### config.mk
export PLATFORM = sky130hd
export DESIGN_NAME = mmio_router_flat
export DESIGN_NICKNAME = d
export VERILOG_FILES = /design/src/rtl/mmio_router_if.sv /design/src/rtl/mmio_router.sv /design/src/flat_wrapper.sv
export SDC_FILE = /design/constraint.sdc
export NUM_CORES = 1
export LEC_CHECK = 0
export BUFFER_PORTS_ARGS = -buffer_cell sky130_fd_sc_hd__buf_4
export CORE_AREA = 2 2 126 128
export DETAILED_ROUTE_END_ITERATION = 10
export DIE_AREA = 0 0 128 130
export GPL_TIMING_DRIVEN = 0
export PLACE_DENSITY = 0.48
export SYNTH_ARGS = -nofsm -noshare
export SYNTH_HDL_FRONTEND = slang
export SYNTH_SLANG_ARGS = --single-unit
### constraint.sdc
create_clock -name clk -period 6.5 [get_ports clk]
set_clock_uncertainty 0.1 [all_clocks]
set_input_delay 1.3 -clock clk [delete_from_list [all_inputs] [get_ports clk]]
set_output_delay 1.3 -clock clk [all_outputs]
set_load 0.01 [all_outputs]
### src/rtl/mmio_router_if.sv
// Bus bundle between the memory stage (upstream) and the MMIO targets
// (downstream). The router connects through the slave modport; the
// requester/target environment uses the master modport.
interface mmio_router_if #(
  parameter int XLEN  = 32,
  parameter int NPORT = 4
);
  // upstream request
  logic                  up_req_valid;
  logic                  up_req_ready;
  logic [XLEN-1:0]       up_req_addr;
  logic                  up_req_wen;
  logic [XLEN-1:0]       up_req_wdata;
  logic [XLEN/8-1:0]     up_req_wmask;
  // upstream response
  logic                  up_resp_valid;
  logic [XLEN-1:0]       up_resp_rdata;
  logic                  up_resp_error;
  logic [1:0]            up_resp_errty;
  // downstream requests (payload broadcast to all ports)
  logic [NPORT-1:0]      dn_req_valid;
  logic [NPORT-1:0]      dn_req_ready;
  logic [XLEN-1:0]       dn_req_addr;
  logic                  dn_req_wen;
  logic [XLEN-1:0]       dn_req_wdata;
  logic [XLEN/8-1:0]     dn_req_wmask;
  // downstream responses
  logic [NPORT-1:0]      dn_resp_valid;
  logic [NPORT*XLEN-1:0] dn_resp_rdata;
  logic [NPORT-1:0]      dn_resp_error;

  modport slave (
    input  up_req_valid, up_req_addr, up_req_wen, up_req_wdata, up_req_wmask,
    input  dn_req_ready, dn_resp_valid, dn_resp_rdata, dn_resp_error,
    output up_req_ready, up_resp_valid, up_resp_rdata, up_resp_error, up_resp_errty,
    output dn_req_valid, dn_req_addr, dn_req_wen, dn_req_wdata, dn_req_wmask
  );

  modport master (
    output up_req_valid, up_req_addr, up_req_wen, up_req_wdata, up_req_wmask,
    output dn_req_ready, dn_resp_valid, dn_resp_rdata, dn_resp_error,
    input  up_req_ready, up_resp_valid, up_resp_rdata, up_resp_error, up_resp_errty,
    input  dn_req_valid, dn_req_addr, dn_req_wen, dn_req_wdata, dn_req_wmask
  );
endinterface

### src/rtl/mmio_router.sv
// MMIO request router: decodes each upstream request to one of NPORT
// targets (or a local decode error), forwards it with zero latency and
// returns responses in issue order through an in-order ID queue.
// Requests to a new port wait until the queue has drained, so each
// port's own in-order responses are also globally ordered.
module mmio_router #(
  parameter int                    XLEN         = 32,
  parameter int                    NPORT        = 4,
  parameter int                    DEPTH        = 4,
  parameter logic [NPORT*XLEN-1:0] PORT_BASE    = '0,
  parameter logic [NPORT*XLEN-1:0] PORT_END     = '0,
  parameter int                    DEFAULT_PORT = NPORT - 1
) (
  input  logic           clk,
  input  logic           reset_n,
  mmio_router_if.slave   bus
);

  localparam int             AW       = $clog2(DEPTH);
  localparam int             CW       = AW + 1;
  localparam int             IDW      = $clog2(NPORT + 1);
  // ID value NPORT marks a request that matched no port (decode error)
  localparam logic [IDW-1:0] ERR_ID   = IDW'(NPORT);
  localparam logic [CW-1:0]  FULL_CNT = CW'(DEPTH);

  // queue control state
  logic [IDW-1:0]  r_q [DEPTH];
  logic [AW-1:0]   r_wr;
  logic [AW-1:0]   r_rd;
  logic [CW-1:0]   r_count;
  logic [IDW-1:0]  r_last_id;
  logic            r_err_vld;

  // combinational decode / handshake
  logic [IDW-1:0]  w_sel;
  logic            w_full;
  logic            w_empty;
  logic            w_streak_ok;
  logic            w_issue_ok;
  logic            w_port_rdy;
  logic [NPORT-1:0] w_dn_vld;
  logic            w_push;
  logic            w_pop;

  // head-of-queue response selection
  logic [IDW-1:0]  w_head;
  logic            w_head_err;
  logic            w_hd_vld;
  logic            w_hd_err;
  logic [XLEN-1:0] w_hd_rdata;

  // next-state helpers
  logic [AW-1:0]   w_rd_n;
  logic [CW-1:0]   w_cnt_n;
  logic [IDW-1:0]  w_nhead;
  logic            w_err_vld_n;

  // Address decode: lowest-numbered matching port wins, else the default
  always_comb begin
    w_sel = IDW'(DEFAULT_PORT);
    for (int i = NPORT - 1; i >= 0; i--) begin
      if ((bus.up_req_addr >= PORT_BASE[i*XLEN +: XLEN]) &&
          (bus.up_req_addr <= PORT_END[i*XLEN +: XLEN])) begin
        w_sel = IDW'(i);
      end
    end
  end

  assign w_full      = (r_count == FULL_CNT);
  assign w_empty     = (r_count == '0);
  // every queued entry equals the last pushed one, so one compare suffices
  assign w_streak_ok = w_empty || (r_last_id == w_sel);
  assign w_issue_ok  = !w_full && w_streak_ok;

  // Readiness of the selected target; decode errors never wait on a port
  always_comb begin
    w_port_rdy = (w_sel == ERR_ID);
    for (int i = 0; i < NPORT; i++) begin
      if (w_sel == IDW'(i)) w_port_rdy = bus.dn_req_ready[i];
    end
  end

  // One-hot request valid toward the selected port only
  always_comb begin
    w_dn_vld = '0;
    for (int i = 0; i < NPORT; i++) begin
      w_dn_vld[i] = bus.up_req_valid && w_issue_ok && (w_sel == IDW'(i));
    end
  end

  assign bus.up_req_ready = w_issue_ok && w_port_rdy;
  assign bus.dn_req_valid = w_dn_vld;
  assign bus.dn_req_addr  = bus.up_req_addr;
  assign bus.dn_req_wen   = bus.up_req_wen;
  assign bus.dn_req_wdata = bus.up_req_wdata;
  assign bus.dn_req_wmask = bus.up_req_wmask;
  assign w_push           = bus.up_req_valid && bus.up_req_ready;

  assign w_head     = r_q[r_rd];
  assign w_head_err = (w_head == ERR_ID);

  // Pick the response lines of the port owning the head entry
  always_comb begin
    w_hd_vld   = 1'b0;
    w_hd_err   = 1'b0;
    w_hd_rdata = '0;
    for (int i = 0; i < NPORT; i++) begin
      if (w_head == IDW'(i)) begin
        w_hd_vld   = bus.dn_resp_valid[i];
        w_hd_err   = bus.dn_resp_error[i];
        w_hd_rdata = bus.dn_resp_rdata[i*XLEN +: XLEN];
      end
    end
  end

  assign w_pop = !w_empty && (w_head_err ? r_err_vld : w_hd_vld);

  // Upstream response: local access fault for ERR, else pass-through
  always_comb begin
    bus.up_resp_valid = w_pop;
    bus.up_resp_rdata = '0;
    bus.up_resp_error = 1'b0;
    bus.up_resp_errty = 2'd0;
    if (w_pop) begin
      if (w_head_err) begin
        bus.up_resp_error = 1'b1;
        bus.up_resp_errty = 2'd1;
      end else begin
        bus.up_resp_rdata = w_hd_rdata;
        bus.up_resp_error = w_hd_err;
        bus.up_resp_errty = {1'b0, w_hd_err};
      end
    end
  end

  // Next pointers/count and the entry that will be head next cycle
  always_comb begin
    w_rd_n = w_pop ? (r_rd + AW'(1)) : r_rd;
    case ({w_push, w_pop})
      2'b10:   w_cnt_n = r_count + CW'(1);
      2'b01:   w_cnt_n = r_count - CW'(1);
      default: w_cnt_n = r_count;
    endcase
    // an entry pushed into an empty (or emptying) queue is not in r_q yet
    if (w_push && (w_empty || ((r_count == CW'(1)) && w_pop))) begin
      w_nhead = w_sel;
    end else begin
      w_nhead = r_q[w_rd_n];
    end
    w_err_vld_n = (w_cnt_n != '0) && (w_nhead == ERR_ID);
  end

  // Queue control registers and the registered decode-error strobe
  always_ff @(posedge clk or negedge reset_n) begin
    if (!reset_n) begin
      r_wr      <= '0;
      r_rd      <= '0;
      r_count   <= '0;
      r_last_id <= '0;
      r_err_vld <= 1'b0;
    end else begin
      if (w_push) begin
        r_wr      <= r_wr + AW'(1);
        r_last_id <= w_sel;
      end
      r_rd      <= w_rd_n;
      r_count   <= w_cnt_n;
      r_err_vld <= w_err_vld_n;
    end
  end

  // ID storage; contents are only meaningful below the count
  always_ff @(posedge clk) begin
    if (w_push) r_q[r_wr] <= w_sel;
  end

endmodule

### src/flat_wrapper.sv
// flat-port wrapper written by rule: the top's interface ports become plain ports
module mmio_router_flat 
#(
  parameter int                    XLEN         = 32,
  parameter int                    NPORT        = 4,
  parameter int                    DEPTH        = 4,
  parameter logic [NPORT*XLEN-1:0] PORT_BASE    = '0,
  parameter logic [NPORT*XLEN-1:0] PORT_END     = '0,
  parameter int                    DEFAULT_PORT = NPORT - 1
)
  (clk, reset_n, bus_up_req_valid, bus_up_req_addr, bus_up_req_wen, bus_up_req_wdata, bus_up_req_wmask, bus_dn_req_ready, bus_dn_resp_valid, bus_dn_resp_rdata, bus_dn_resp_error, bus_up_req_ready, bus_up_resp_valid, bus_up_resp_rdata, bus_up_resp_error, bus_up_resp_errty, bus_dn_req_valid, bus_dn_req_addr, bus_dn_req_wen, bus_dn_req_wdata, bus_dn_req_wmask);
  mmio_router_if #(.XLEN(XLEN), .NPORT(NPORT)) bus_i ();
  input  logic clk;
  input  logic reset_n;
  input wire logic [$bits(bus_i.up_req_valid)-1:0] bus_up_req_valid;
  input wire logic [$bits(bus_i.up_req_addr)-1:0] bus_up_req_addr;
  input wire logic [$bits(bus_i.up_req_wen)-1:0] bus_up_req_wen;
  input wire logic [$bits(bus_i.up_req_wdata)-1:0] bus_up_req_wdata;
  input wire logic [$bits(bus_i.up_req_wmask)-1:0] bus_up_req_wmask;
  input wire logic [$bits(bus_i.dn_req_ready)-1:0] bus_dn_req_ready;
  input wire logic [$bits(bus_i.dn_resp_valid)-1:0] bus_dn_resp_valid;
  input wire logic [$bits(bus_i.dn_resp_rdata)-1:0] bus_dn_resp_rdata;
  input wire logic [$bits(bus_i.dn_resp_error)-1:0] bus_dn_resp_error;
  output wire logic [$bits(bus_i.up_req_ready)-1:0] bus_up_req_ready;
  output wire logic [$bits(bus_i.up_resp_valid)-1:0] bus_up_resp_valid;
  output wire logic [$bits(bus_i.up_resp_rdata)-1:0] bus_up_resp_rdata;
  output wire logic [$bits(bus_i.up_resp_error)-1:0] bus_up_resp_error;
  output wire logic [$bits(bus_i.up_resp_errty)-1:0] bus_up_resp_errty;
  output wire logic [$bits(bus_i.dn_req_valid)-1:0] bus_dn_req_valid;
  output wire logic [$bits(bus_i.dn_req_addr)-1:0] bus_dn_req_addr;
  output wire logic [$bits(bus_i.dn_req_wen)-1:0] bus_dn_req_wen;
  output wire logic [$bits(bus_i.dn_req_wdata)-1:0] bus_dn_req_wdata;
  output wire logic [$bits(bus_i.dn_req_wmask)-1:0] bus_dn_req_wmask;
  assign bus_i.up_req_valid = bus_up_req_valid;
  assign bus_i.up_req_addr = bus_up_req_addr;
  assign bus_i.up_req_wen = bus_up_req_wen;
  assign bus_i.up_req_wdata = bus_up_req_wdata;
  assign bus_i.up_req_wmask = bus_up_req_wmask;
  assign bus_i.dn_req_ready = bus_dn_req_ready;
  assign bus_i.dn_resp_valid = bus_dn_resp_valid;
  assign bus_i.dn_resp_rdata = bus_dn_resp_rdata;
  assign bus_i.dn_resp_error = bus_dn_resp_error;
  assign bus_up_req_ready = bus_i.up_req_ready;
  assign bus_up_resp_valid = bus_i.up_resp_valid;
  assign bus_up_resp_rdata = bus_i.up_resp_rdata;
  assign bus_up_resp_error = bus_i.up_resp_error;
  assign bus_up_resp_errty = bus_i.up_resp_errty;
  assign bus_dn_req_valid = bus_i.dn_req_valid;
  assign bus_dn_req_addr = bus_i.dn_req_addr;
  assign bus_dn_req_wen = bus_i.dn_req_wen;
  assign bus_dn_req_wdata = bus_i.dn_req_wdata;
  assign bus_dn_req_wmask = bus_i.dn_req_wmask;
  mmio_router #(.XLEN(XLEN), .NPORT(NPORT), .DEPTH(DEPTH), .PORT_BASE(PORT_BASE), .PORT_END(PORT_END), .DEFAULT_PORT(DEFAULT_PORT)) u_core (.clk(clk), .reset_n(reset_n), .bus(bus_i));
endmodule
==> impl_metrics.py <==
metrics = {
    "route": {
        "vias": 2184,
        "routed_wl_um": 6506,
        "firstDrtPassIters": 4,
        "drt_iter0_markers": 35,
        "antenna_left": 0,
        "post_drt_wl_per_cell_um": 10.28,
        "drc_errors": 0,
        "via_per_inst": 3.450,
    },
    "placement": {
        "dp_hpwl_um": 5782,
        "gp_congestion": 0.7015,
        "port_buffers": 211,
        "dp_slack_ps": 1926,
    },
    "worst_setup_path": {
        "critPathArrivalTime_ps": 3110,
        "cp_max_fo": 7,
        "reg2regPathDepth": 12,
        "r2r-start": "u_core.r_rd[0]",
        "path_class": "in -> out",
        "required_ps": 5100,
        "start_kind": "input pin",
        "reg2reg_to": "u_core.r_count[2]",
        "r2r_setup_slack_ps": 3380,
        "cp-end-kind": "output port",
    },
    "synth": {
        "yosysMostFrequentCell": "buf_4",
        "ys_ff_latch": 12,
        "synth_top_area_frac": 0.2967,
        "syn_inst": 224,
        "avgSynthCellArea_um2": 8.245,
        "synth-edff-count": 4,
        "synth_warnings": 0,
        "synth_area_mm2": 0.001847,
        "synthTopCellsByArea": "buf_4, mux2i_1, dfrtp_1",
        "yosysSeqAreaShare": 0.1734,
        "yosysUniqueCellTypes": 31,
        "yosysTopAreaCell": "buf_4",
        "synth_flop_cell": "dfrtp_1",
        "synth_common_cells": "buf_4, mux2i_1, nor2_1",
        "async_flop_share": 0.6667,
    },
    "floorplan": {
        "die_h_um": 130,
        "dieArea_mm2": 0.01664,
        "coreArea_mm2": 0.01542,
        "rows": 46,
        "floorplan.die.width_um": 128,
        "initial_core_util": 0.1197,
        "ios": 322,
    },
    "global_route": {
        "grt_max_degree": 11,
        "antenna_found_initial": 0,
        "grt_usage": 0.06935,
        "grt_pass1_wl_um": 9411,
        "grt_pass1_vias": 2032,
        "grt.overflow.total": 0,
        "grt_busiest_layer": "met2",
        "grtUsageMet2": 0.1387,
        "met3_usage": 0.01681,
        "gr-usage-met1": 0.07444,
    },
    "power_and_ir_drop": {
        "cell_internal_pwr_mw": 0.5572,
        "p_switching_mw": 0.3893,
        "power.total_mw": 0.9466,
        "power_frac_comb": 0.742,
        "clockPowerShare": 0.120,
        "seqPwrFrac": 0.138,
        "leakagePower_nw": 2.014,
        "ir_drop_mv": 0.1033,
        "p_sw_frac": 0.4113,
        "power_density_mw_per_mm2": 251.9,
    },
    "final_layout": {
        "n_antenna_cell": 0,
        "final_nets": 660,
        "syn2layout_area_growth_pct": 103.5,
        "layout-drive-gt1-share": 0.6803,
    },
    "sta": {
        "grt_setup_unrepaired": "false",
        "finalCriticalPeriod_ps": 4509,
        "worst_pin_slew_ps": 761.8,
        "hold_viol": 0,
        "period_share": 0.6937,
        "drv_slew": 0,
        "setup_tns_ps": 0,
        "setup_viol": 0,
        "relSlewSlack": 0.4921,
        "fmax_mhz": 221.8,
        "finalWorstSetupSlack_ps": 1991,
    },
    "run": {
        "maxCapViolations": 0,
    },
    "cts": {
        "cts_tree": "done",
        "cts_made_buffers": 3,
        "ctsHoldBuffers": 0,
        "clkTransAtPathRegs_ps": 40,
        "clkLatencyLatePin_ps": 240,
        "cts_sinks": 12,
        "htreeDepth": 1,
        "cts-root-buf": "clkbuf_16",
        "cts-resized-gates": 0,
        "cts_setup_buffers": 0,
        "clk_path_buf_depth": 2,
    },
    "min_path": {
        "hold_depth": 1,
        "hold_class": "reg -> reg",
        "worstHoldEndpoint": "u_core.r_rd[1]",
        "hp-start": "u_core.r_rd[1]",
    },
    "outcome": {
        "outcome": "finished, final reports clean",
    },
}
[per-stage QoR]
stage | util | std cells | cell area, um^2 | hold slack, ps
after floorplan | - | 226 | 1854 | 352.8
after global placement | 0.2385 | 629 | 3679 | 374.4
after detailed placement | 0.2385 | 629 | 3679 | 389.8
after CTS | 0.2436 | 633 | 3757 | 398.5
after global routing | 0.2436 | 633 | 3757 | 424.5
final | 0.2436 | 633 | 3757 | 395.5
[power groups by stage]
stage          clock network [mW]  logic [mW]  registers [mW]
2_1_floorplan                   0       0.418           0.125
3_3_place_gp                    0       0.710           0.129
3_5_place_dp                    0       0.720           0.131
4_1_cts                     0.117       0.721           0.130
5_1_grt                     0.121       0.776           0.136
6_report                    0.114       0.703           0.130
[flip-flops by register name, summed over array words and instances, names as in the netlist]
name	count
u_core.r_q	4
u_core.r_count	3
u_core.r_last_id	1
u_core.r_rd	2
u_core.r_wr	2
[how the worst max path moves through the flow]
stage               slack [ps]             endpoint           startpoint
floorplan                 2410  bus_dn_req_valid[3]  bus_up_req_addr[17]
global placement          1950  bus_dn_req_valid[0]  bus_up_req_addr[24]
detailed placement        1930  bus_dn_req_valid[0]  bus_up_req_addr[11]
CTS                       1900  bus_dn_req_valid[0]  bus_up_req_addr[11]
global route              1700  bus_dn_req_valid[3]  bus_up_req_addr[25]
finish                    1990  bus_dn_req_valid[0]  bus_up_req_addr[11]
[worst max-delay path, stage by stage]
cell and delay [ps]:
buf_4 110, nor4_1 330, nand2_1 140, nor4_4 440, mux2i_1 330, nor2b_1 190, and2_2 150, buf_4 110
[layer usage]
metal	routed length (um)	vias up
li1	-	1094
met1	2311	948
met5	0	-
met3	683	4
met4	35	0
met2	3475	138
[cell families (layout without fill, tap and decap cells)]
family,Yosys count,in the layout,synth area share
other,1,3,0.002031
xor gates and xnor gates,6,6,0.02846
AOI/OAI and AO/OA,5,5,0.01965
muxes,38,38,0.2154
buffers and inverters,90,305,0.3327
DFF,12,12,0.1734
and+or+nand+nor,66,66,0.1836
adders and majority gates,6,6,0.04472
[cell usage in the layout, fill, tap and decap left out, types with 2 or more instances in the layout]
cell type	instances
buf_4	284
mux2i_1	36
nor2_1	36
inv_1	9
nor4_1	8
nand2_1	8
dfrtp_1	8
clkbuf_1	5
and2_2	5
ha_1	5
xnor2_1	4
edfxtp_1	4
conb_1	3
clkbuf_16	3
buf_2	2
nor2b_1	2
xor2_1	2
a41oi_1	2
[final cells by class]
class	instances	area, um^2
Tap cell	192	240.2
Timing Repair Buffer	211	1584
Fill cell	1708	11670
Buffer	81	580.6
Multi-Input combinational cell	124	919.6
Sequential cell	12	320.3
Clock inverter	1	3.754
Clock buffer	3	75.07
Inverter	9	33.78
Power figures use the tool's default switching activity.
